[config.mk]
export PLATFORM = sky130hd
export DESIGN_NAME = mult_share_arb
export DESIGN_NICKNAME = d
export VERILOG_FILES = /design/src/rtl/mult_share_arb.sv
export SDC_FILE = /design/constraint.sdc
export NUM_CORES = 1
export LEC_CHECK = 0
export ABC_AREA = 1
export CAP_MARGIN = 15
export CORE_ASPECT_RATIO = 1.2
export CORE_MARGIN = 2
export CORE_UTILIZATION = 30
export CTS_CLUSTER_SIZE = 25
export DETAILED_ROUTE_END_ITERATION = 12
export PLACE_DENSITY = 0.49
export SYNTH_ARGS = -nofsm -noshare
export SYNTH_HDL_FRONTEND = slang
export SYNTH_SLANG_ARGS = --single-unit
[constraint.sdc]
create_clock -name clk -period 3.3 [get_ports clk]
set_input_delay 0.495 -clock clk [delete_from_list [all_inputs] [get_ports clk]]
set_output_delay 0.495 -clock clk [all_outputs]
set_load 0.1 [all_outputs]
[src/rtl/mult_share_arb.sv]
// mult_share_arb
//
// Round-robin arbiter and sequencer that shares one unsigned multiplier
// between N requesters. The winner's operands are registered at grant. The
// product is captured one cycle later and returned with a one-hot done pulse
// to the owner.
//
// Parameters:
//   WIDTH  operand width in bits (unsigned)
//   N      number of requesters, 2..8
//
// Ports:
//   clk       rising-edge clock
//   rst       asynchronous, active-high reset
//   req       per-requester request level
//   a_flat    operand A, requester i at [i*WIDTH +: WIDTH]
//   b_flat    operand B, packed the same way as a_flat
//   gnt       one-hot grant pulse, in the cycle after operand capture
//   done      one-hot completion pulse; result is valid in the same cycle
//   result    full 2*WIDTH-bit product, held until the next capture
//   busy      high whenever the FSM is not idle
//   op_count  (only with MULT_SHARE_ARB_CNT_EN) wrapping count of completed
//             operations
//
// Optional feature macro: MULT_SHARE_ARB_CNT_EN adds the op_count port and
// its counter.
//
// state | meaning
// ------+----------------------------------------------------------
// IDLE  | waiting; picks a round-robin winner and captures its operands
// EXEC  | multiplying the captured operands; gnt is high
// RESP  | done and result are presented; ptr advances past the owner

module mult_share_arb #(
  parameter int WIDTH = 4,
  parameter int N     = 4
) (
  input  logic                 clk,
  input  logic                 rst,
  input  logic [N-1:0]         req,
  input  logic [N*WIDTH-1:0]   a_flat,
  input  logic [N*WIDTH-1:0]   b_flat,
  output logic [N-1:0]         gnt,
  output logic [N-1:0]         done,
  output logic [2*WIDTH-1:0]   result,
  output logic                 busy
`ifdef MULT_SHARE_ARB_CNT_EN
  ,
  output logic [15:0]          op_count
`endif
);

  localparam int IW = (N > 1) ? $clog2(N) : 1;
  localparam logic [N-1:0] ONE_HOT0 = N'(1);

  typedef enum logic [1:0] {
    IDLE = 2'd0,
    EXEC = 2'd1,
    RESP = 2'd2
  } state_t;

  state_t state, state_nxt;

  logic [IW-1:0]      ptr;
  logic [IW-1:0]      owner;
  logic [WIDTH-1:0]   op_a;
  logic [WIDTH-1:0]   op_b;
  logic [2*WIDTH-1:0] prod;

  logic               found;
  logic [IW-1:0]      win;
  int                 idx;

  // Round-robin search: ptr, ptr+1, ... N-1, 0, ... first asserted req wins.
  always_comb begin
    found = 1'b0;
    win   = '0;
    idx   = 0;
    for (int k = 0; k < N; k++) begin
      idx = int'(ptr) + k;
      if (idx >= N) idx = idx - N;
      if (!found && req[idx]) begin
        found = 1'b1;
        win   = IW'(idx);
      end
    end
  end

  always_ff @(posedge clk or posedge rst) begin
    if (rst) state <= IDLE;
    else     state <= state_nxt;
  end

  always_comb begin
    state_nxt = state;
    case (state)
      IDLE:    if (found) state_nxt = EXEC;
      EXEC:    state_nxt = RESP;
      RESP:    state_nxt = IDLE;
      default: state_nxt = IDLE;
    endcase
  end

  // Zero-extend both operands so the product keeps its full width.
  assign prod = (2*WIDTH)'(op_a) * (2*WIDTH)'(op_b);

  assign busy = (state != IDLE);

  always_ff @(posedge clk or posedge rst) begin
    if (rst) begin
      ptr    <= '0;
      owner  <= '0;
      op_a   <= '0;
      op_b   <= '0;
      gnt    <= '0;
      done   <= '0;
      result <= '0;
    end else begin
      case (state)
        IDLE: begin
          if (found) begin
            op_a  <= a_flat[int'(win)*WIDTH +: WIDTH];
            op_b  <= b_flat[int'(win)*WIDTH +: WIDTH];
            owner <= win;
            gnt   <= ONE_HOT0 << win;
          end
        end
        EXEC: begin
          result <= prod;
          done   <= ONE_HOT0 << owner;
          gnt    <= '0;
        end
        RESP: begin
          done <= '0;
          ptr  <= (owner == IW'(N-1)) ? '0 : owner + 1'b1;
        end
        default: ;
      endcase
    end
  end

`ifdef MULT_SHARE_ARB_CNT_EN
  // Counts on the same edge that raises done, so it lines up with the pulse.
  always_ff @(posedge clk or posedge rst) begin
    if (rst)                op_count <= '0;
    else if (state == EXEC) op_count <= op_count + 16'd1;
  end
`endif

endmodule

==> key figures <==
Finish
  • Fraction of layout cells with a size suffix above 1: 13.4%
  • Final instance area: 0.00310 mm^2
  • Nets: 457
  • Layout Utilization: 40.0%
  • Antenna diode count: 0
  • Fill cells: 830
  • Sequential Area: 751 um^2
  • Multi-input gate area: 0.00142 mm^2
  • Synth-to-layout area growth: 28.2%

GRT
  • Vias in the first global route: 2,074
  • Tot GR Track Use: 12.9%
  • Pin count of the biggest net entering global routing: 31
  • Initial antenna violation count: 0
  • First-pass GRT wire length: 9200 um
  • Grt ovf: 0

STA
  • Period Utilization, post-route: 90.3%
  • RSZ-0062 raised after global routing: false
  • Final hold violation count: 0
  • Max Slew Vio Count: 0
  • Min Tclk post-route: 2.98 ns
  • Fin Setup TNS: 0 ns
  • Skew final: 0.00922 ns
  • Fmax: 336 MHz
  • # setup viols final: 0
  • Tightest Pin Transition: 0.976 ns
  • Slew headroom: 34.7%

Drt
  • Initial drt markers: 69
  • Post-DR vias/cell: 4.38
  • Routed WL per cell: 10.8 um
  • # DRC: 0
  • Total Wirelength: 5250 um
  • First-pass DRT Iterations: 4
  • Routed Antenna Nets: 0
  • Via count: 2,136

Clocking
  • Reg clk slew, reported paths: 0.07 ns
  • Clk_lat worst skew: 0.29 ns
  • Clock tree from TritonCTS: yes
  • CTS buffer count: 5
  • Post-CTS Hold Fix Bufs: 0
  • Clk buf depth: 2
  • CTS Root Cell: clkbuf_8
  • # resized after CTS: 0
  • Post-CTS Setup Bufs: 0
  • Clock Sinks: 30
  • H-tree depth: 2

Setup path
  • CP Max Fanout: 5
  • Critical Path RT: 3.47 ns
  • CP cell instances: nand2_1 -> fa_1 -> fa_1 -> inv_1 -> ha_1 -> nand2_1 -> nor2_1 -> a211oi_1 -> or2_2 -> nand2_1 -> a21oi_1 -> nand2_1 -> nand3_1 -> nand2_1
  • WP data arrival: 3.15 ns
  • Critical Path Max Stage Delay: 0.60 ns
  • R2r setup slk: 0.32 ns
  • Worst path slowest cell: fa_1
  • Worst Setup SP: op_a[0]
  • CP dominant cell by count: nand2_1
  • R2r startpoint: op_a[0]
  • CP endpoint kind: flip-flop
  • Crit path buffers/inverters: 1
  • Setup crit start kind: flip-flop
  • CP top delay family: adder cells
  • Crit path kind: reg -> reg

Placement
  • DP Area: 0.00301 mm^2
  • # port buffers: 54
  • GPL Wtd Cong: 0.761
  • Hpwl dp: 4110 um

Synthesis
  • Syn Inst Count: 340
  • Post-synth top area share: 31.0%
  • Netlist cell types: 29
  • Most area-consuming cells after synthesis: dfrtp_1 31%, nand2_1 21%, ha_1 10%, inv_1 6.5%, nand2_2 6.5%
  • Register area share after synthesis: 31.0%
  • Syn Std Cell Area: 0.00242 mm^2
  • Total of warnings raised by yosys: 0
  • Cell taking the most area after synthesis: dfrtp_1
  • Seq cells post-synth: 30
  • Post-synthesis area per instance: 7.11 um^2
  • Syn_nets: 402

Min path
  • Tightest Hold Check Type: reg -> reg
  • Hold path startpoint: result[4]

Job
  • Max-cap viol count: 0

Floorplan
  • Total Die Area: 0.00880 mm^2
  • Core Box Area: 0.00775 mm^2
  • Starting Density: 31.2%
  • FP Rows: 35
  • Height of the die: 102 um
  • Io pins: 55
  • Die width: 86.0 um

Run status
  • Run status: finished clean
==> sequential cells by signal, summed over array words and instances, names as in the netlist <==
name / flops
result: 8
done: 4
op_a: 4
state: 2
gnt: 4
ptr: 2
op_b: 4
owner: 2
==> per-layer routing <==
layer / up-vias / global-route usage, % / part of all wire, %
li1: 1159 / - / -
met3: 4 / 2.26 / 3.9
met4: 0 / 4.40 / 0.97
met1: 931 / 16.7 / 48
met2: 42 / 21.7 / 47
met5: - / 0 / 0
==> cells by family (layout without fill, tap and decap cells) <==
kind of cell               Yosys count  after routing  share of synthesized area (%)
xor gates and xnor gates             1              1                          0.362
AOI/OAI and AO/OA                   26             26                           6.00
DFF                                 30             30                           31.0
adders and majority gates           24             24                           13.7
buffers and inverters               55            111                           10.3
and+or+nand+nor                    204            204                           38.6
==> cell usage after synthesis <==
master / number
or2_2: 1
nand2_1: 137
clkbuf_1: 1
fa_1: 4
buf_6: 1
nand4_1: 1
buf_2: 3
a21oi_1: 3
nor2_2: 1
inv_2: 5
o21ai_1: 3
a21o_1: 1
xnor2_1: 1
buf_12: 1
nand3_2: 3
buf_8: 1
nor2_1: 4
nand2_4: 4
inv_1: 42
dfrtp_1: 30
o21ai_0: 12
a21oi_2: 1
nand3_1: 27
o22ai_1: 5
a211oi_1: 1
ha_1: 20
nor2_8: 1
buf_4: 1
nand2_2: 25
==> layout by cell type (no fill, tap or decap), drive strengths merged, types with 2 or more instances in the layout <==
| master | synthesis | final |
|---|---|---|
| nand2 | 166 | 166 |
| clkdlybuf4s50 | 0 | 52 |
| inv | 47 | 47 |
| dfrtp | 30 | 30 |
| nand3 | 30 | 30 |
| ha | 20 | 20 |
| o21ai | 15 | 15 |
| nor2 | 6 | 6 |
| o22ai | 5 | 5 |
| clkbuf | 1 | 5 |
| fa | 4 | 4 |
| buf | 7 | 4 |
| a21oi | 4 | 4 |
| clkinv | 0 | 2 |
==> layout make-up <==
type                    count  area share, %
clock buffers               5           2.22
clock inverters             3          0.686
inverters                  47           5.69
multi-input cells         255           45.7
flip-flops and latches     30           24.2
well taps                  92           3.71
repair buffers             56           17.7
==> worst paths after layout <==
kind	to	cells past startpoint
max reg2reg	result[7]	14
min reg2reg	result[4]	2
max	result[7]	14
min	result[4]	2
min in group asynchronous	done[0]	3
max in group asynchronous	op_a[3]	3
==> worst reg2reg max path, delay by kind of cell, from the launching register on <==
family	cells	cell delay, ns
fa+ha+maj	3	1.40
simple gates	8	0.65
flops	1	0.42
compound gates	2	0.36
buf+inv	1	0.06
==> metrics by stage <==
step                      worst slack, ns  std cells  hold slack, ns
after floorplan                     0.549        340           0.509
after detailed placement            0.319        480           0.465
after CTS                           0.279        488           0.483
after global placement              0.442        480           0.457
final                               0.320        488           0.477
after global routing               0.0823        488           0.515
Power is left out: the tool's default activity adds up to more than one toggle a clock period on the data nets, which glitch-free logic cannot reach.
